===== config.mk =====
export PLATFORM = sky130hd
export DESIGN_NAME = layer_compositor_flat
export DESIGN_NICKNAME = d
export VERILOG_FILES = /design/src/rtl/frogger_pkg.sv /design/src/rtl/layer_compositor_if.sv /design/src/rtl/prio_select.sv /design/src/rtl/layer_compositor.sv /design/src/flat_wrapper.sv
export SDC_FILE = /design/constraint.sdc
export NUM_CORES = 1
export LEC_CHECK = 0
export BUFFER_PORTS_ARGS = -buffer_cell sky130_fd_sc_hd__buf_4
export CAP_MARGIN = 20
export CORE_MARGIN = 3
export CORE_UTILIZATION = 59
export CTS_BUF_LIST = sky130_fd_sc_hd__clkbuf_2
export DETAILED_ROUTE_END_ITERATION = 8
export HOLD_SLACK_MARGIN = 0.06
export PLACE_DENSITY = 0.89
export SYNTH_ARGS = -nofsm -noshare
export SYNTH_HDL_FRONTEND = slang
export SYNTH_SLANG_ARGS = --single-unit

===== constraint.sdc =====
create_clock -name clk -period 3.7 [get_ports clk]
set_clock_uncertainty 0.05 [all_clocks]
set_input_delay 0.555 -clock clk [delete_from_list [all_inputs] [get_ports clk]]
set_output_delay 0.555 -clock clk [all_outputs]
set_load 0.05 [all_outputs]

===== src/rtl/frogger_pkg.sv =====
// Shared pixel/raster definitions for the frogger video path.
// Every colour and coordinate type used by the compositor comes from here.
package frogger_pkg;

  localparam int COLOR_W  = 6;
  localparam int COORD_W  = 10;
  localparam int H_ACTIVE = 640;
  localparam int V_ACTIVE = 480;

  typedef logic [COLOR_W-1:0] pixel_t;
  typedef logic [COORD_W-1:0] coord_t;

  localparam pixel_t TRANSPARENT = 6'b000000;
  localparam pixel_t BLACK       = 6'b000000;

endpackage


===== src/rtl/layer_compositor_if.sv =====
// Pixel-side bus of the layer compositor: raster position, syncs and layer data in;
// composited pixel, delayed syncs and the per-frame collision report out.
interface layer_compositor_if #(
  parameter int NUM_LAYERS = 4,
  parameter int COLOR_W    = frogger_pkg::COLOR_W
);
  import frogger_pkg::*;

  coord_t                          colPos;
  coord_t                          rowPos;
  logic                            hsync_in;
  logic                            vsync_in;
  logic [NUM_LAYERS*COLOR_W-1:0]   layer_color;
  logic [NUM_LAYERS-1:0]           layer_enable;
  logic [NUM_LAYERS-1:0]           mask_a;
  logic [NUM_LAYERS-1:0]           mask_b;

  logic [COLOR_W-1:0]              color;
  logic                            HSYNC;
  logic                            VSYNC;
  logic                            collision;
  coord_t                          collision_x;
  coord_t                          collision_y;
  logic                            frame_done;

  modport master (
    output colPos, rowPos, hsync_in, vsync_in,
    output layer_color, layer_enable, mask_a, mask_b,
    input  color, HSYNC, VSYNC, collision, collision_x, collision_y, frame_done
  );

  modport slave (
    input  colPos, rowPos, hsync_in, vsync_in,
    input  layer_color, layer_enable, mask_a, mask_b,
    output color, HSYNC, VSYNC, collision, collision_x, collision_y, frame_done
  );

endinterface


===== src/rtl/prio_select.sv =====
// Combinational priority select: the opaque layer with the lowest index wins,
// the background colour is returned when no layer is opaque.
module prio_select #(
  parameter int NUM_LAYERS = 4,
  parameter int COLOR_W    = frogger_pkg::COLOR_W
) (
  input  logic [NUM_LAYERS-1:0]         opq_s,
  input  logic [NUM_LAYERS*COLOR_W-1:0] colors_s,
  input  logic [COLOR_W-1:0]            bg_s,
  output logic [COLOR_W-1:0]            pixel_s
);

  // Walk from the lowest priority upward so layer 0 is the final writer.
  always_comb begin
    pixel_s = bg_s;
    for (int i = NUM_LAYERS - 1; i >= 0; i--) begin
      pixel_s = opq_s[i] ? colors_s[i*COLOR_W +: COLOR_W] : pixel_s;
    end
  end

endmodule


===== src/rtl/layer_compositor.sv =====
// Two-stage layer compositor: priority-merges the colour layers into one VGA pixel,
// delays the syncs to match and reports the first group-A/group-B overlap of each frame.
module layer_compositor #(
  parameter int                 NUM_LAYERS  = 4,
  parameter int                 COLOR_W     = frogger_pkg::COLOR_W,
  parameter logic [COLOR_W-1:0] TRANSPARENT = frogger_pkg::TRANSPARENT,
  parameter logic [COLOR_W-1:0] BG_COLOR    = frogger_pkg::BLACK,
  parameter int                 H_ACTIVE    = frogger_pkg::H_ACTIVE,
  parameter int                 V_ACTIVE    = frogger_pkg::V_ACTIVE
) (
  input logic               clk,
  input logic               reset,
  layer_compositor_if.slave bus
);
  import frogger_pkg::*;

  localparam coord_t             H_LIM_C = coord_t'(H_ACTIVE);
  localparam coord_t             V_LIM_C = coord_t'(V_ACTIVE);
  localparam logic [COLOR_W-1:0] BLANK_C = COLOR_W'(BLACK);

  logic [NUM_LAYERS-1:0]         opq_s;
  logic                          active_s;
  logic                          grp_a_s;
  logic                          grp_b_s;

  coord_t                        col1_r;
  coord_t                        row1_r;
  logic                          hs1_r;
  logic                          vs1_r;
  logic [NUM_LAYERS*COLOR_W-1:0] lc1_r;
  logic [NUM_LAYERS-1:0]         opq1_r;
  logic                          act1_r;
  logic                          grp_a1_r;
  logic                          grp_b1_r;

  logic                          hit_s;
  logic                          frame_end_s;
  logic [COLOR_W-1:0]            sel_s;

  logic                          sticky_r;
  coord_t                        pend_x_r;
  coord_t                        pend_y_r;

  logic [COLOR_W-1:0]            color_r;
  logic                          hs2_r;
  logic                          vs2_r;
  logic                          collision_r;
  logic                          frame_done_r;
  coord_t                        coll_x_r;
  coord_t                        coll_y_r;

  // A layer is opaque when it is enabled and not showing the transparent key.
  always_comb begin
    opq_s = {NUM_LAYERS{1'b0}};
    for (int i = 0; i < NUM_LAYERS; i++) begin
      opq_s[i] = bus.layer_enable[i] &&
                 (bus.layer_color[i*COLOR_W +: COLOR_W] != TRANSPARENT);
    end
  end

  // Group membership is resolved against the masks seen at sampling time.
  assign active_s = (bus.colPos < H_LIM_C) && (bus.rowPos < V_LIM_C);
  assign grp_a_s  = |(opq_s & bus.mask_a);
  assign grp_b_s  = |(opq_s & bus.mask_b);

  // Stage 1: capture raster position, syncs, layer data and the per-pixel classification.
  always_ff @(posedge clk) begin
    if (reset) begin
      col1_r   <= 10'd0;
      row1_r   <= 10'd0;
      hs1_r    <= 1'b1;
      vs1_r    <= 1'b1;
      lc1_r    <= {(NUM_LAYERS*COLOR_W){1'b0}};
      opq1_r   <= {NUM_LAYERS{1'b0}};
      act1_r   <= 1'b0;
      grp_a1_r <= 1'b0;
      grp_b1_r <= 1'b0;
    end else begin
      col1_r   <= bus.colPos;
      row1_r   <= bus.rowPos;
      hs1_r    <= bus.hsync_in;
      vs1_r    <= bus.vsync_in;
      lc1_r    <= bus.layer_color;
      opq1_r   <= opq_s;
      act1_r   <= active_s;
      grp_a1_r <= grp_a_s;
      grp_b1_r <= grp_b_s;
    end
  end

  // The first blanking line start is never active, so a hit can never share its cycle.
  assign hit_s       = act1_r && grp_a1_r && grp_b1_r;
  assign frame_end_s = (row1_r == V_LIM_C) && (col1_r == 10'd0);

  prio_select #(
    .NUM_LAYERS (NUM_LAYERS),
    .COLOR_W    (COLOR_W)
  ) u_prio_select (
    .opq_s    (opq1_r),
    .colors_s (lc1_r),
    .bg_s     (BG_COLOR),
    .pixel_s  (sel_s)
  );

  // Stage 2: blanking is forced black; syncs leave with the colour they arrived with.
  always_ff @(posedge clk) begin
    if (reset) begin
      color_r <= {COLOR_W{1'b0}};
      hs2_r   <= 1'b1;
      vs2_r   <= 1'b1;
    end else begin
      color_r <= act1_r ? sel_s : BLANK_C;
      hs2_r   <= hs1_r;
      vs2_r   <= vs1_r;
    end
  end

  // Sticky overlap tracking: remember the first hit, publish it at frame end.
  always_ff @(posedge clk) begin
    if (reset) begin
      sticky_r     <= 1'b0;
      pend_x_r     <= 10'd0;
      pend_y_r     <= 10'd0;
      collision_r  <= 1'b0;
      frame_done_r <= 1'b0;
      coll_x_r     <= 10'd0;
      coll_y_r     <= 10'd0;
    end else begin
      frame_done_r <= frame_end_s;
      collision_r  <= frame_end_s && sticky_r;
      if (frame_end_s) begin
        if (sticky_r) begin
          coll_x_r <= pend_x_r;
          coll_y_r <= pend_y_r;
          sticky_r <= 1'b0;
        end else begin
          coll_x_r <= coll_x_r;
          coll_y_r <= coll_y_r;
          sticky_r <= sticky_r;
        end
      end else if (hit_s && !sticky_r) begin
        sticky_r <= 1'b1;
        pend_x_r <= col1_r;
        pend_y_r <= row1_r;
      end else begin
        sticky_r <= sticky_r;
        pend_x_r <= pend_x_r;
        pend_y_r <= pend_y_r;
      end
    end
  end

  assign bus.color       = color_r;
  assign bus.HSYNC       = hs2_r;
  assign bus.VSYNC       = vs2_r;
  assign bus.collision   = collision_r;
  assign bus.frame_done  = frame_done_r;
  assign bus.collision_x = coll_x_r;
  assign bus.collision_y = coll_y_r;

endmodule


===== src/flat_wrapper.sv =====
// flat-port wrapper written by rule: the top's interface ports become plain ports
module layer_compositor_flat import frogger_pkg::*;
#(
  parameter int                 NUM_LAYERS  = 4,
  parameter int                 COLOR_W     = frogger_pkg::COLOR_W,
  parameter logic [COLOR_W-1:0] TRANSPARENT = frogger_pkg::TRANSPARENT,
  parameter logic [COLOR_W-1:0] BG_COLOR    = frogger_pkg::BLACK,
  parameter int                 H_ACTIVE    = frogger_pkg::H_ACTIVE,
  parameter int                 V_ACTIVE    = frogger_pkg::V_ACTIVE
)
  (clk, reset, bus_colPos, bus_rowPos, bus_hsync_in, bus_vsync_in, bus_layer_color, bus_layer_enable, bus_mask_a, bus_mask_b, bus_color, bus_HSYNC, bus_VSYNC, bus_collision, bus_collision_x, bus_collision_y, bus_frame_done);
  layer_compositor_if #(.NUM_LAYERS(NUM_LAYERS), .COLOR_W(COLOR_W)) bus_i ();
  input logic clk;
  input logic reset;
  input wire logic [$bits(bus_i.colPos)-1:0] bus_colPos;
  input wire logic [$bits(bus_i.rowPos)-1:0] bus_rowPos;
  input wire logic [$bits(bus_i.hsync_in)-1:0] bus_hsync_in;
  input wire logic [$bits(bus_i.vsync_in)-1:0] bus_vsync_in;
  input wire logic [$bits(bus_i.layer_color)-1:0] bus_layer_color;
  input wire logic [$bits(bus_i.layer_enable)-1:0] bus_layer_enable;
  input wire logic [$bits(bus_i.mask_a)-1:0] bus_mask_a;
  input wire logic [$bits(bus_i.mask_b)-1:0] bus_mask_b;
  output wire logic [$bits(bus_i.color)-1:0] bus_color;
  output wire logic [$bits(bus_i.HSYNC)-1:0] bus_HSYNC;
  output wire logic [$bits(bus_i.VSYNC)-1:0] bus_VSYNC;
  output wire logic [$bits(bus_i.collision)-1:0] bus_collision;
  output wire logic [$bits(bus_i.collision_x)-1:0] bus_collision_x;
  output wire logic [$bits(bus_i.collision_y)-1:0] bus_collision_y;
  output wire logic [$bits(bus_i.frame_done)-1:0] bus_frame_done;
  assign bus_i.colPos = bus_colPos;
  assign bus_i.rowPos = bus_rowPos;
  assign bus_i.hsync_in = bus_hsync_in;
  assign bus_i.vsync_in = bus_vsync_in;
  assign bus_i.layer_color = bus_layer_color;
  assign bus_i.layer_enable = bus_layer_enable;
  assign bus_i.mask_a = bus_mask_a;
  assign bus_i.mask_b = bus_mask_b;
  assign bus_color = bus_i.color;
  assign bus_HSYNC = bus_i.HSYNC;
  assign bus_VSYNC = bus_i.VSYNC;
  assign bus_collision = bus_i.collision;
  assign bus_collision_x = bus_i.collision_x;
  assign bus_collision_y = bus_i.collision_y;
  assign bus_frame_done = bus_i.frame_done;
  layer_compositor #(.NUM_LAYERS(NUM_LAYERS), .COLOR_W(COLOR_W), .TRANSPARENT(TRANSPARENT), .BG_COLOR(BG_COLOR), .H_ACTIVE(H_ACTIVE), .V_ACTIVE(V_ACTIVE)) u_core (.clk(clk), .reset(reset), .bus(bus_i));
endmodule

==> results.md, run 1 <==
- Outcome: finished clean
- Antenna cell count: 0
- Period minus WS final: 2.28 ns
- Hold buffers post-CTS: 0
- Number of setup buffers added after CTS: 0
- Number of flops mapped to enable cells by yosys: 0
- Chip Width: 86.9 um
- Gpl congestion: 0.828
- Mapped Cells: 391
- Top-area cell type share of the netlist area: 0.539
- Synth Area per Inst: roughly 9.9 um2
- Commonest cells in the netlist: 104 x dfxtp_1, 47 x nor2b_1, 30 x a21oi_1, 18 x nor3_1
- DRC viols: 0
- Pin count of the biggest net entering global routing: 70
- Post-DR wirelength/cell: approximately 16 um
- Die height: approximately 87 um
- Grt ovf: 0
- TritonCTS clock tree: done
- Final hold violations: 0
- Max Buffers Root-to-Sink: 2
- CTS Root Cell: clkbuf_2
- Mapped Area: between 3000 and 4000 um2
- Initial antenna violation count: 0
- Post-cts resize count: 0
- Nets: around 520
- Initial DRC count: 253
- Synth-to-Final Area Change: 18.9%
- Max-slew headroom: 0.412
- Vias/cell: 5.77
- Vias in the first global route: 2,940
- Die area: approximately 7500 um2
- Largest cells by area after synthesis: dfxtp_1 54%, nor2b_1 7.6%, a21oi_1 3.9%
- Switching part of the total: 0.239
- Final number of setup-violating endpoints: 0
- Tightest Pin Transition: 0.877 ns
- Sw power: 435 uW
- Final Slew Violations: 0
- Core Util, Final: 0.749
- FMAX: 0.439 GHz
- First-pass GRT wire length: 13.6 mm
- Layout cells sized above 1: 0.244
- Hold/Removal Path Class: in -> reg
- Mapped Nets: around 450
- CTS sink count: approximately 100
- Area of the core: between 6000 and 7000 um2
- Dpl cells: 527
- Fillers: 459
- Top FF cell, synth: dfxtp_1
- Distinct cells, synth: 39
- Worst slack, placed: 1.50 ns
- Power Density: 396 nW/um2
- Flop pwr share: 0.650
- CTS Buf Count: 9
- Required time worst endpoint: 4.11 ns
- Post-DP HPWL: 6.16 mm
- Port Buffers: 89
- Synth warnings: 0
- CP Launch Type: flip-flop
- Leak: 1.77 nW
- Peak VDD IR: ~0.29 mV
- Comb pwr share: 0.078
- Crit-path max FO: 21
- Final setup margin: 1.42 ns
- Final WL: between 8 and 9 mm
- Seq cells post-synth: between 100 and 150
- Total power: 1.82 mW
- RSZ-0062 raised after global routing: false
- Crit Path Class: reg -> reg
- # rows: 28
- Via count: 3,131
- Initial Util: 0.630
- Most common cell in the netlist: dfxtp_1
- Element type at the critical path end: flip-flop
- Post-synthesis sequential area ratio: 0.539
- Final ANT Viol Nets: 0
- Fin cells: 543
- Clock Power Share: 0.272
- I/O pin total: 90
- Setup TNS: 0 ns
- Worst-Skew Late Latency: 0.53 ns
- CTS H-tree depth: 3
- Max Cap Viol: 0
- Final Cycle Share: 0.616
- GRT Overall Usage: 0.227
- Pre-antenna DRT Iters: 5
- Clock Pin Slew Worst Setup and Hold Paths: 0.24 ns
- Top cell type by total area after synthesis: dfxtp_1
- Internal: 1.38 mW
- Worst endpoint data arrival time: 2.69 ns
- Async SR Flop Fraction: 0
## flip-flops by register name (all words and copies together) (netlist names), 4 cells and up
signal                  cells
u_core.lc1_r               24
u_core.bus.collision_x     10
u_core.bus.collision_y     10
u_core.col1_r              10
u_core.pend_x_r            10
u_core.pend_y_r            10
u_core.row1_r              10
u_core.bus.color            6
u_core.opq1_r               4
## path summary, 6_finish.rpt
| check | from | to | slack, ns | depth (start not counted) |
|---|---|---|---|---|
| worst max-delay path | u_core.sticky_r$_SDFFE_PP0P_ | u_core.pend_y_r[7]$_SDFFE_PP0P_ | 1.42 | 4 |
| worst min-delay path | bus_rowPos[9] | u_core.act1_r$_SDFF_PP0_ | 0.15 | 2 |
| worst max register to register | u_core.sticky_r$_SDFFE_PP0P_ | u_core.pend_y_r[7]$_SDFFE_PP0P_ | 1.42 | 4 |
| worst min register to register | u_core.vs1_r$_SDFF_PP1_ | u_core.bus.VSYNC$_SDFF_PP1_ | 0.40 | 1 |
## critical path: stages, from the launching register on
cell	delay [ns]
dfxtp_1	0.52
nand4b_1	0.85
nor3b_1	0.57
mux2i_1	0.13
o211ai_1	0.11
## stage by stage
| step | cell area (um2) | hold slack (ns) |
|---|---|---|
| global route | 4590 | 0.0945 |
| floorplan | 3860 | 0.339 |
| CTS | 4590 | 0.136 |
| detailed placement | 4480 | 0.353 |
| global placement | 4480 | 0.342 |
| finish | 4590 | 0.145 |
## cell usage in the layout, fill, tap and decap left out, types with 2 or more instances in the layout
cell | synthesis | final
clkbuf_2 | 0 | 9
a221o_1 | 5 | 5
nor3b_1 | 7 | 7
nor2_1 | 12 | 12
and3_1 | 3 | 3
o211ai_1 | 4 | 4
clkinvlp_4 | 0 | 2
nor4b_1 | 2 | 2
nand2_1 | 17 | 17
clkinv_2 | 0 | 2
a21oi_1 | 30 | 30
nand2b_1 | 15 | 15
nor3_1 | 18 | 18
dfxtp_1 | 104 | 104
inv_1 | 2 | 2
o21ai_0 | 6 | 6
a211o_1 | 3 | 3
or4_1 | 3 | 3
nor4_1 | 6 | 6
a211oi_1 | 13 | 13
clkinv_1 | 0 | 2
o31ai_1 | 12 | 12
a32oi_1 | 4 | 4
nor2b_1 | 47 | 47
nand4_1 | 14 | 14
mux2i_1 | 11 | 11
o22ai_1 | 6 | 6
buf_4 | 1 | 92
or2_2 | 5 | 5
o31a_1 | 2 | 2
nand4b_1 | 2 | 2
## power by group through the flow
stage                     clock, mW  combinational [mW]  sequential (mW)
final                         0.496               0.142             1.18
after detailed placement          0               0.142             1.20
after global routing          0.549               0.155             1.19
after floorplan                   0              0.0688             1.20
after global placement            0               0.137             1.20
after CTS                     0.499               0.142             1.18
## cell families (layout without fill, tap and decap cells)
group                  Yosys count  count (layout)  synth area share
AND/OR/NAND/NOR                156             156             0.236
buffers and inverters           33             110            0.0441
flip-flops                     104             104             0.539
multiplexers                    11              11            0.0285
AO/OA/AOI/OAI                   87              87             0.152
## cell type report
cell class | count | area [um2] | area share
Clock buffer | 9 | 45.0 | 0.00981
Timing Repair Buffer | 92 | 691 | 0.150
Tap cell | 75 | 93.8 | 0.0204
Multi-Input combinational cell | 254 | 1610 | 0.350
Sequential cell | 104 | 2080 | 0.454
Inverter | 2 | 7.51 | 0.00164
Clock inverter | 7 | 62.6 | 0.0136
## routing by layer
metal / up-vias / track usage / part of all wire
met5: - / 0 / 0
met4: 0 / 0.0822 / 0.019
met3: 19 / 0.0369 / 0.062
met2: 127 / 0.371 / 0.49
met1: 1438 / 0.303 / 0.43
li1: 1547 / - / -
(Power assumes the default switching activity.)
==> run 2, diff against run 1 <==
Settings changed: CORE_UTILIZATION 59 to 50, PLACE_DENSITY 0.89 to 0.81.
Clock period 3.7 ns to 2.05 ns, I/O delays scaled along.
==> run 2 against run 1 <==
Wire length is 16% higher. Worst setup slack worse by 1.3 ns. Worst hold slack worse by 0.035 ns. Core utilization is 2.5 points lower. Die area is 17% higher. Cell area is 16% higher. First-iteration DRC count is 27% lower. Highest routed layer unchanged.
==> results.md, run 2 (same netlist as run 1, synthesis figures left out) <==
- Outcome: finished clean
- Initial DRC count: roughly 190
- Setup TNS: 0 ns
- CP Capture Point: u_core.bus.collision_x[9]$_SDFFE_PP0P_
- Internal: 2.49 mW
- Post-DR wirelength/cell: 15.5 um
- Crit-path max FO: 20
- Final number of setup-violating endpoints: 0
- First-pass GRT wire length: 16.0 mm
- Tightest Pin Transition: 0.497 ns
- Hold/Removal Path Class: in -> reg
- R2r setup slk: around 0.15 ns
- Hold buffers post-CTS: 64
- GRT Overall Usage: 0.228
- Switching part of the total: 0.258
- Crit path buffers/inverters: 0
- Final Cycle Share: 0.929
- Chip Width: 93.9 um
- CTS H-tree depth: 3
- RSZ-0062 raised after global routing: false
- FMAX: 0.525 GHz
- DRC viols: 0
- Final Slew Violations: 0
- CTS Buf Count: 9
- Clock Power Share: 0.254
- Antenna cell count: 0
- Final ANT Viol Nets: 0
- Port Buffers: 89
- Sw power: approximately 870 uW
- CTS Root Cell: clkbuf_2
- Total power: 3.35 mW
- Max-slew headroom: 0.669
- Required time worst endpoint: 2.44 ns
- Post-cts resize count: 0
- Final hold violations: 0
- Period minus WS final: around 1.9 ns
- Die height: 93.9 um
- Most frequent cells in the layout: 104 x dfxtp_1, 101 x buf_4, 65 x dlygate4sd3_1, 47 x nor2b_1, 30 x a21oi_1
- Final WL: 9.93 mm
- Area of the core: about 7400 um2
- Die area: ~9000 um2
- Flop pwr share: 0.636
- Via count: 3,450
- FF-to-FF End: u_core.bus.collision_x[9]$_SDFFE_PP0P_
- Crit Path Class: reg -> reg
- Max Buffers Root-to-Sink: 2
- Fillers: 509
- Top reg by flops: u_core.lc1_r
- CP Launch Type: flip-flop
- Initial antenna violation count: 0
- Layout cells sized above 1: 0.231
- Worst-Skew Late Latency: 0.54 ns
- CTS sink count: 104
- Crit-path slowest cell: or4_1
- Nets: 597
- Vias in the first global route: ~3,500
- Initial Util: 0.524
- Number of cells on the critical path: 4
- Clock Pin Slew Worst Setup and Hold Paths: 0.26 ns
- Leak: 2.10 nW
- Final setup margin: 0.146 ns
- R2r startpoint: u_core.row1_r[1]$_SDFF_PP0_
- Vias/cell: roughly 5.4
- Pre-antenna DRT Iters: 6
- Grt ovf: 0
- Largest stage delay, worst path: around 0.63 ns
- Crit-path leading delay family: simple AND/OR/NAND/NOR gates
- Peak VDD IR: 0.332 mV
- Commonest non-fill, non-tap cell in the layout: dfxtp_1
- TritonCTS clock tree: done
- Worst slack, placed: 0.173 ns
- Post-DP HPWL: about 6 mm
- Max reg flops: 24
- Pin count of the biggest net entering global routing: 40
- Number of setup buffers added after CTS: 0
- # rows: 31
- Power Density: ~630 nW/um2
- Synth-to-Final Area Change: 38.1%
- CP cell instances: or4_1, or2_4, o31ai_1, a21oi_1
- Worst endpoint data arrival time: 2.30 ns
- Comb pwr share: 0.111
- Worst Reg-to-Reg Cells: 4
- Element type at the critical path end: flip-flop
- I/O pin total: 90
- Max Cap Viol: 0
- Gpl congestion: between 0.8 and 0.9
- Worst Setup SP: u_core.row1_r[1]$_SDFF_PP0_
[run 2: per-layer routing]
metal	GRT usage	vias to the layer above	routed length, um
met5	0	-	0
met4	0.0878	0	210
met3	0.0545	26	747
met2	0.399	148	4920
met1	0.269	1575	4050
li1	-	1701	-
[run 2: power groups by stage]
stage	Clock [mW]	Combinational (mW)	Sequential [mW]
floorplan	0	0.124	2.16
global placement	0	0.254	2.16
detailed placement	0	0.259	2.17
CTS	0.863	0.357	2.13
global route	0.949	0.398	2.14
finish	0.850	0.371	2.13
[run 2: layout make-up]
type,count,area (um2),share of cell area
clock buffer,9,45.0,0.00845
multi-input combinational,254,1610,0.302
sequential,104,2080,0.391
tap,99,124,0.0232
inverter,2,7.51,0.00141
timing repair buffer,166,1410,0.264
clock inverter,7,55.1,0.0103
[run 2: how the worst min path moves through the flow]
stage | start | to | slack [ns] | cells past startpoint
5_1_grt | reset | u_core.row1_r[2]$_SDFF_PP0_ | 0.07 | 2
3_3_place_gp | u_core.hs1_r$_SDFF_PP1_ | u_core.bus.HSYNC$_SDFF_PP1_ | 0.34 | 1
2_1_floorplan | bus_rowPos[9] | u_core.act1_r$_SDFF_PP0_ | 0.33 | 1
3_5_place_dp | u_core.vs1_r$_SDFF_PP1_ | u_core.bus.VSYNC$_SDFF_PP1_ | 0.35 | 1
6_report | reset | u_core.pend_y_r[9]$_SDFFE_PP0P_ | 0.11 | 2
4_1_cts | reset | u_core.pend_y_r[9]$_SDFFE_PP0P_ | 0.07 | 2
[run 2: per-stage QoR]
| step | instance area, um2 | hold WS (ns) | std cells | util |
|---|---|---|---|---|
| final | 5330 | 0.110 | 641 | 0.723 |
| after floorplan | 3860 | 0.333 | 391 | - |
| after global placement | 4580 | 0.342 | 560 | 0.621 |
| after global routing | 5330 | 0.0692 | 641 | 0.723 |
| after detailed placement | 4580 | 0.352 | 560 | 0.621 |
| after CTS | 5320 | 0.0663 | 640 | 0.722 |
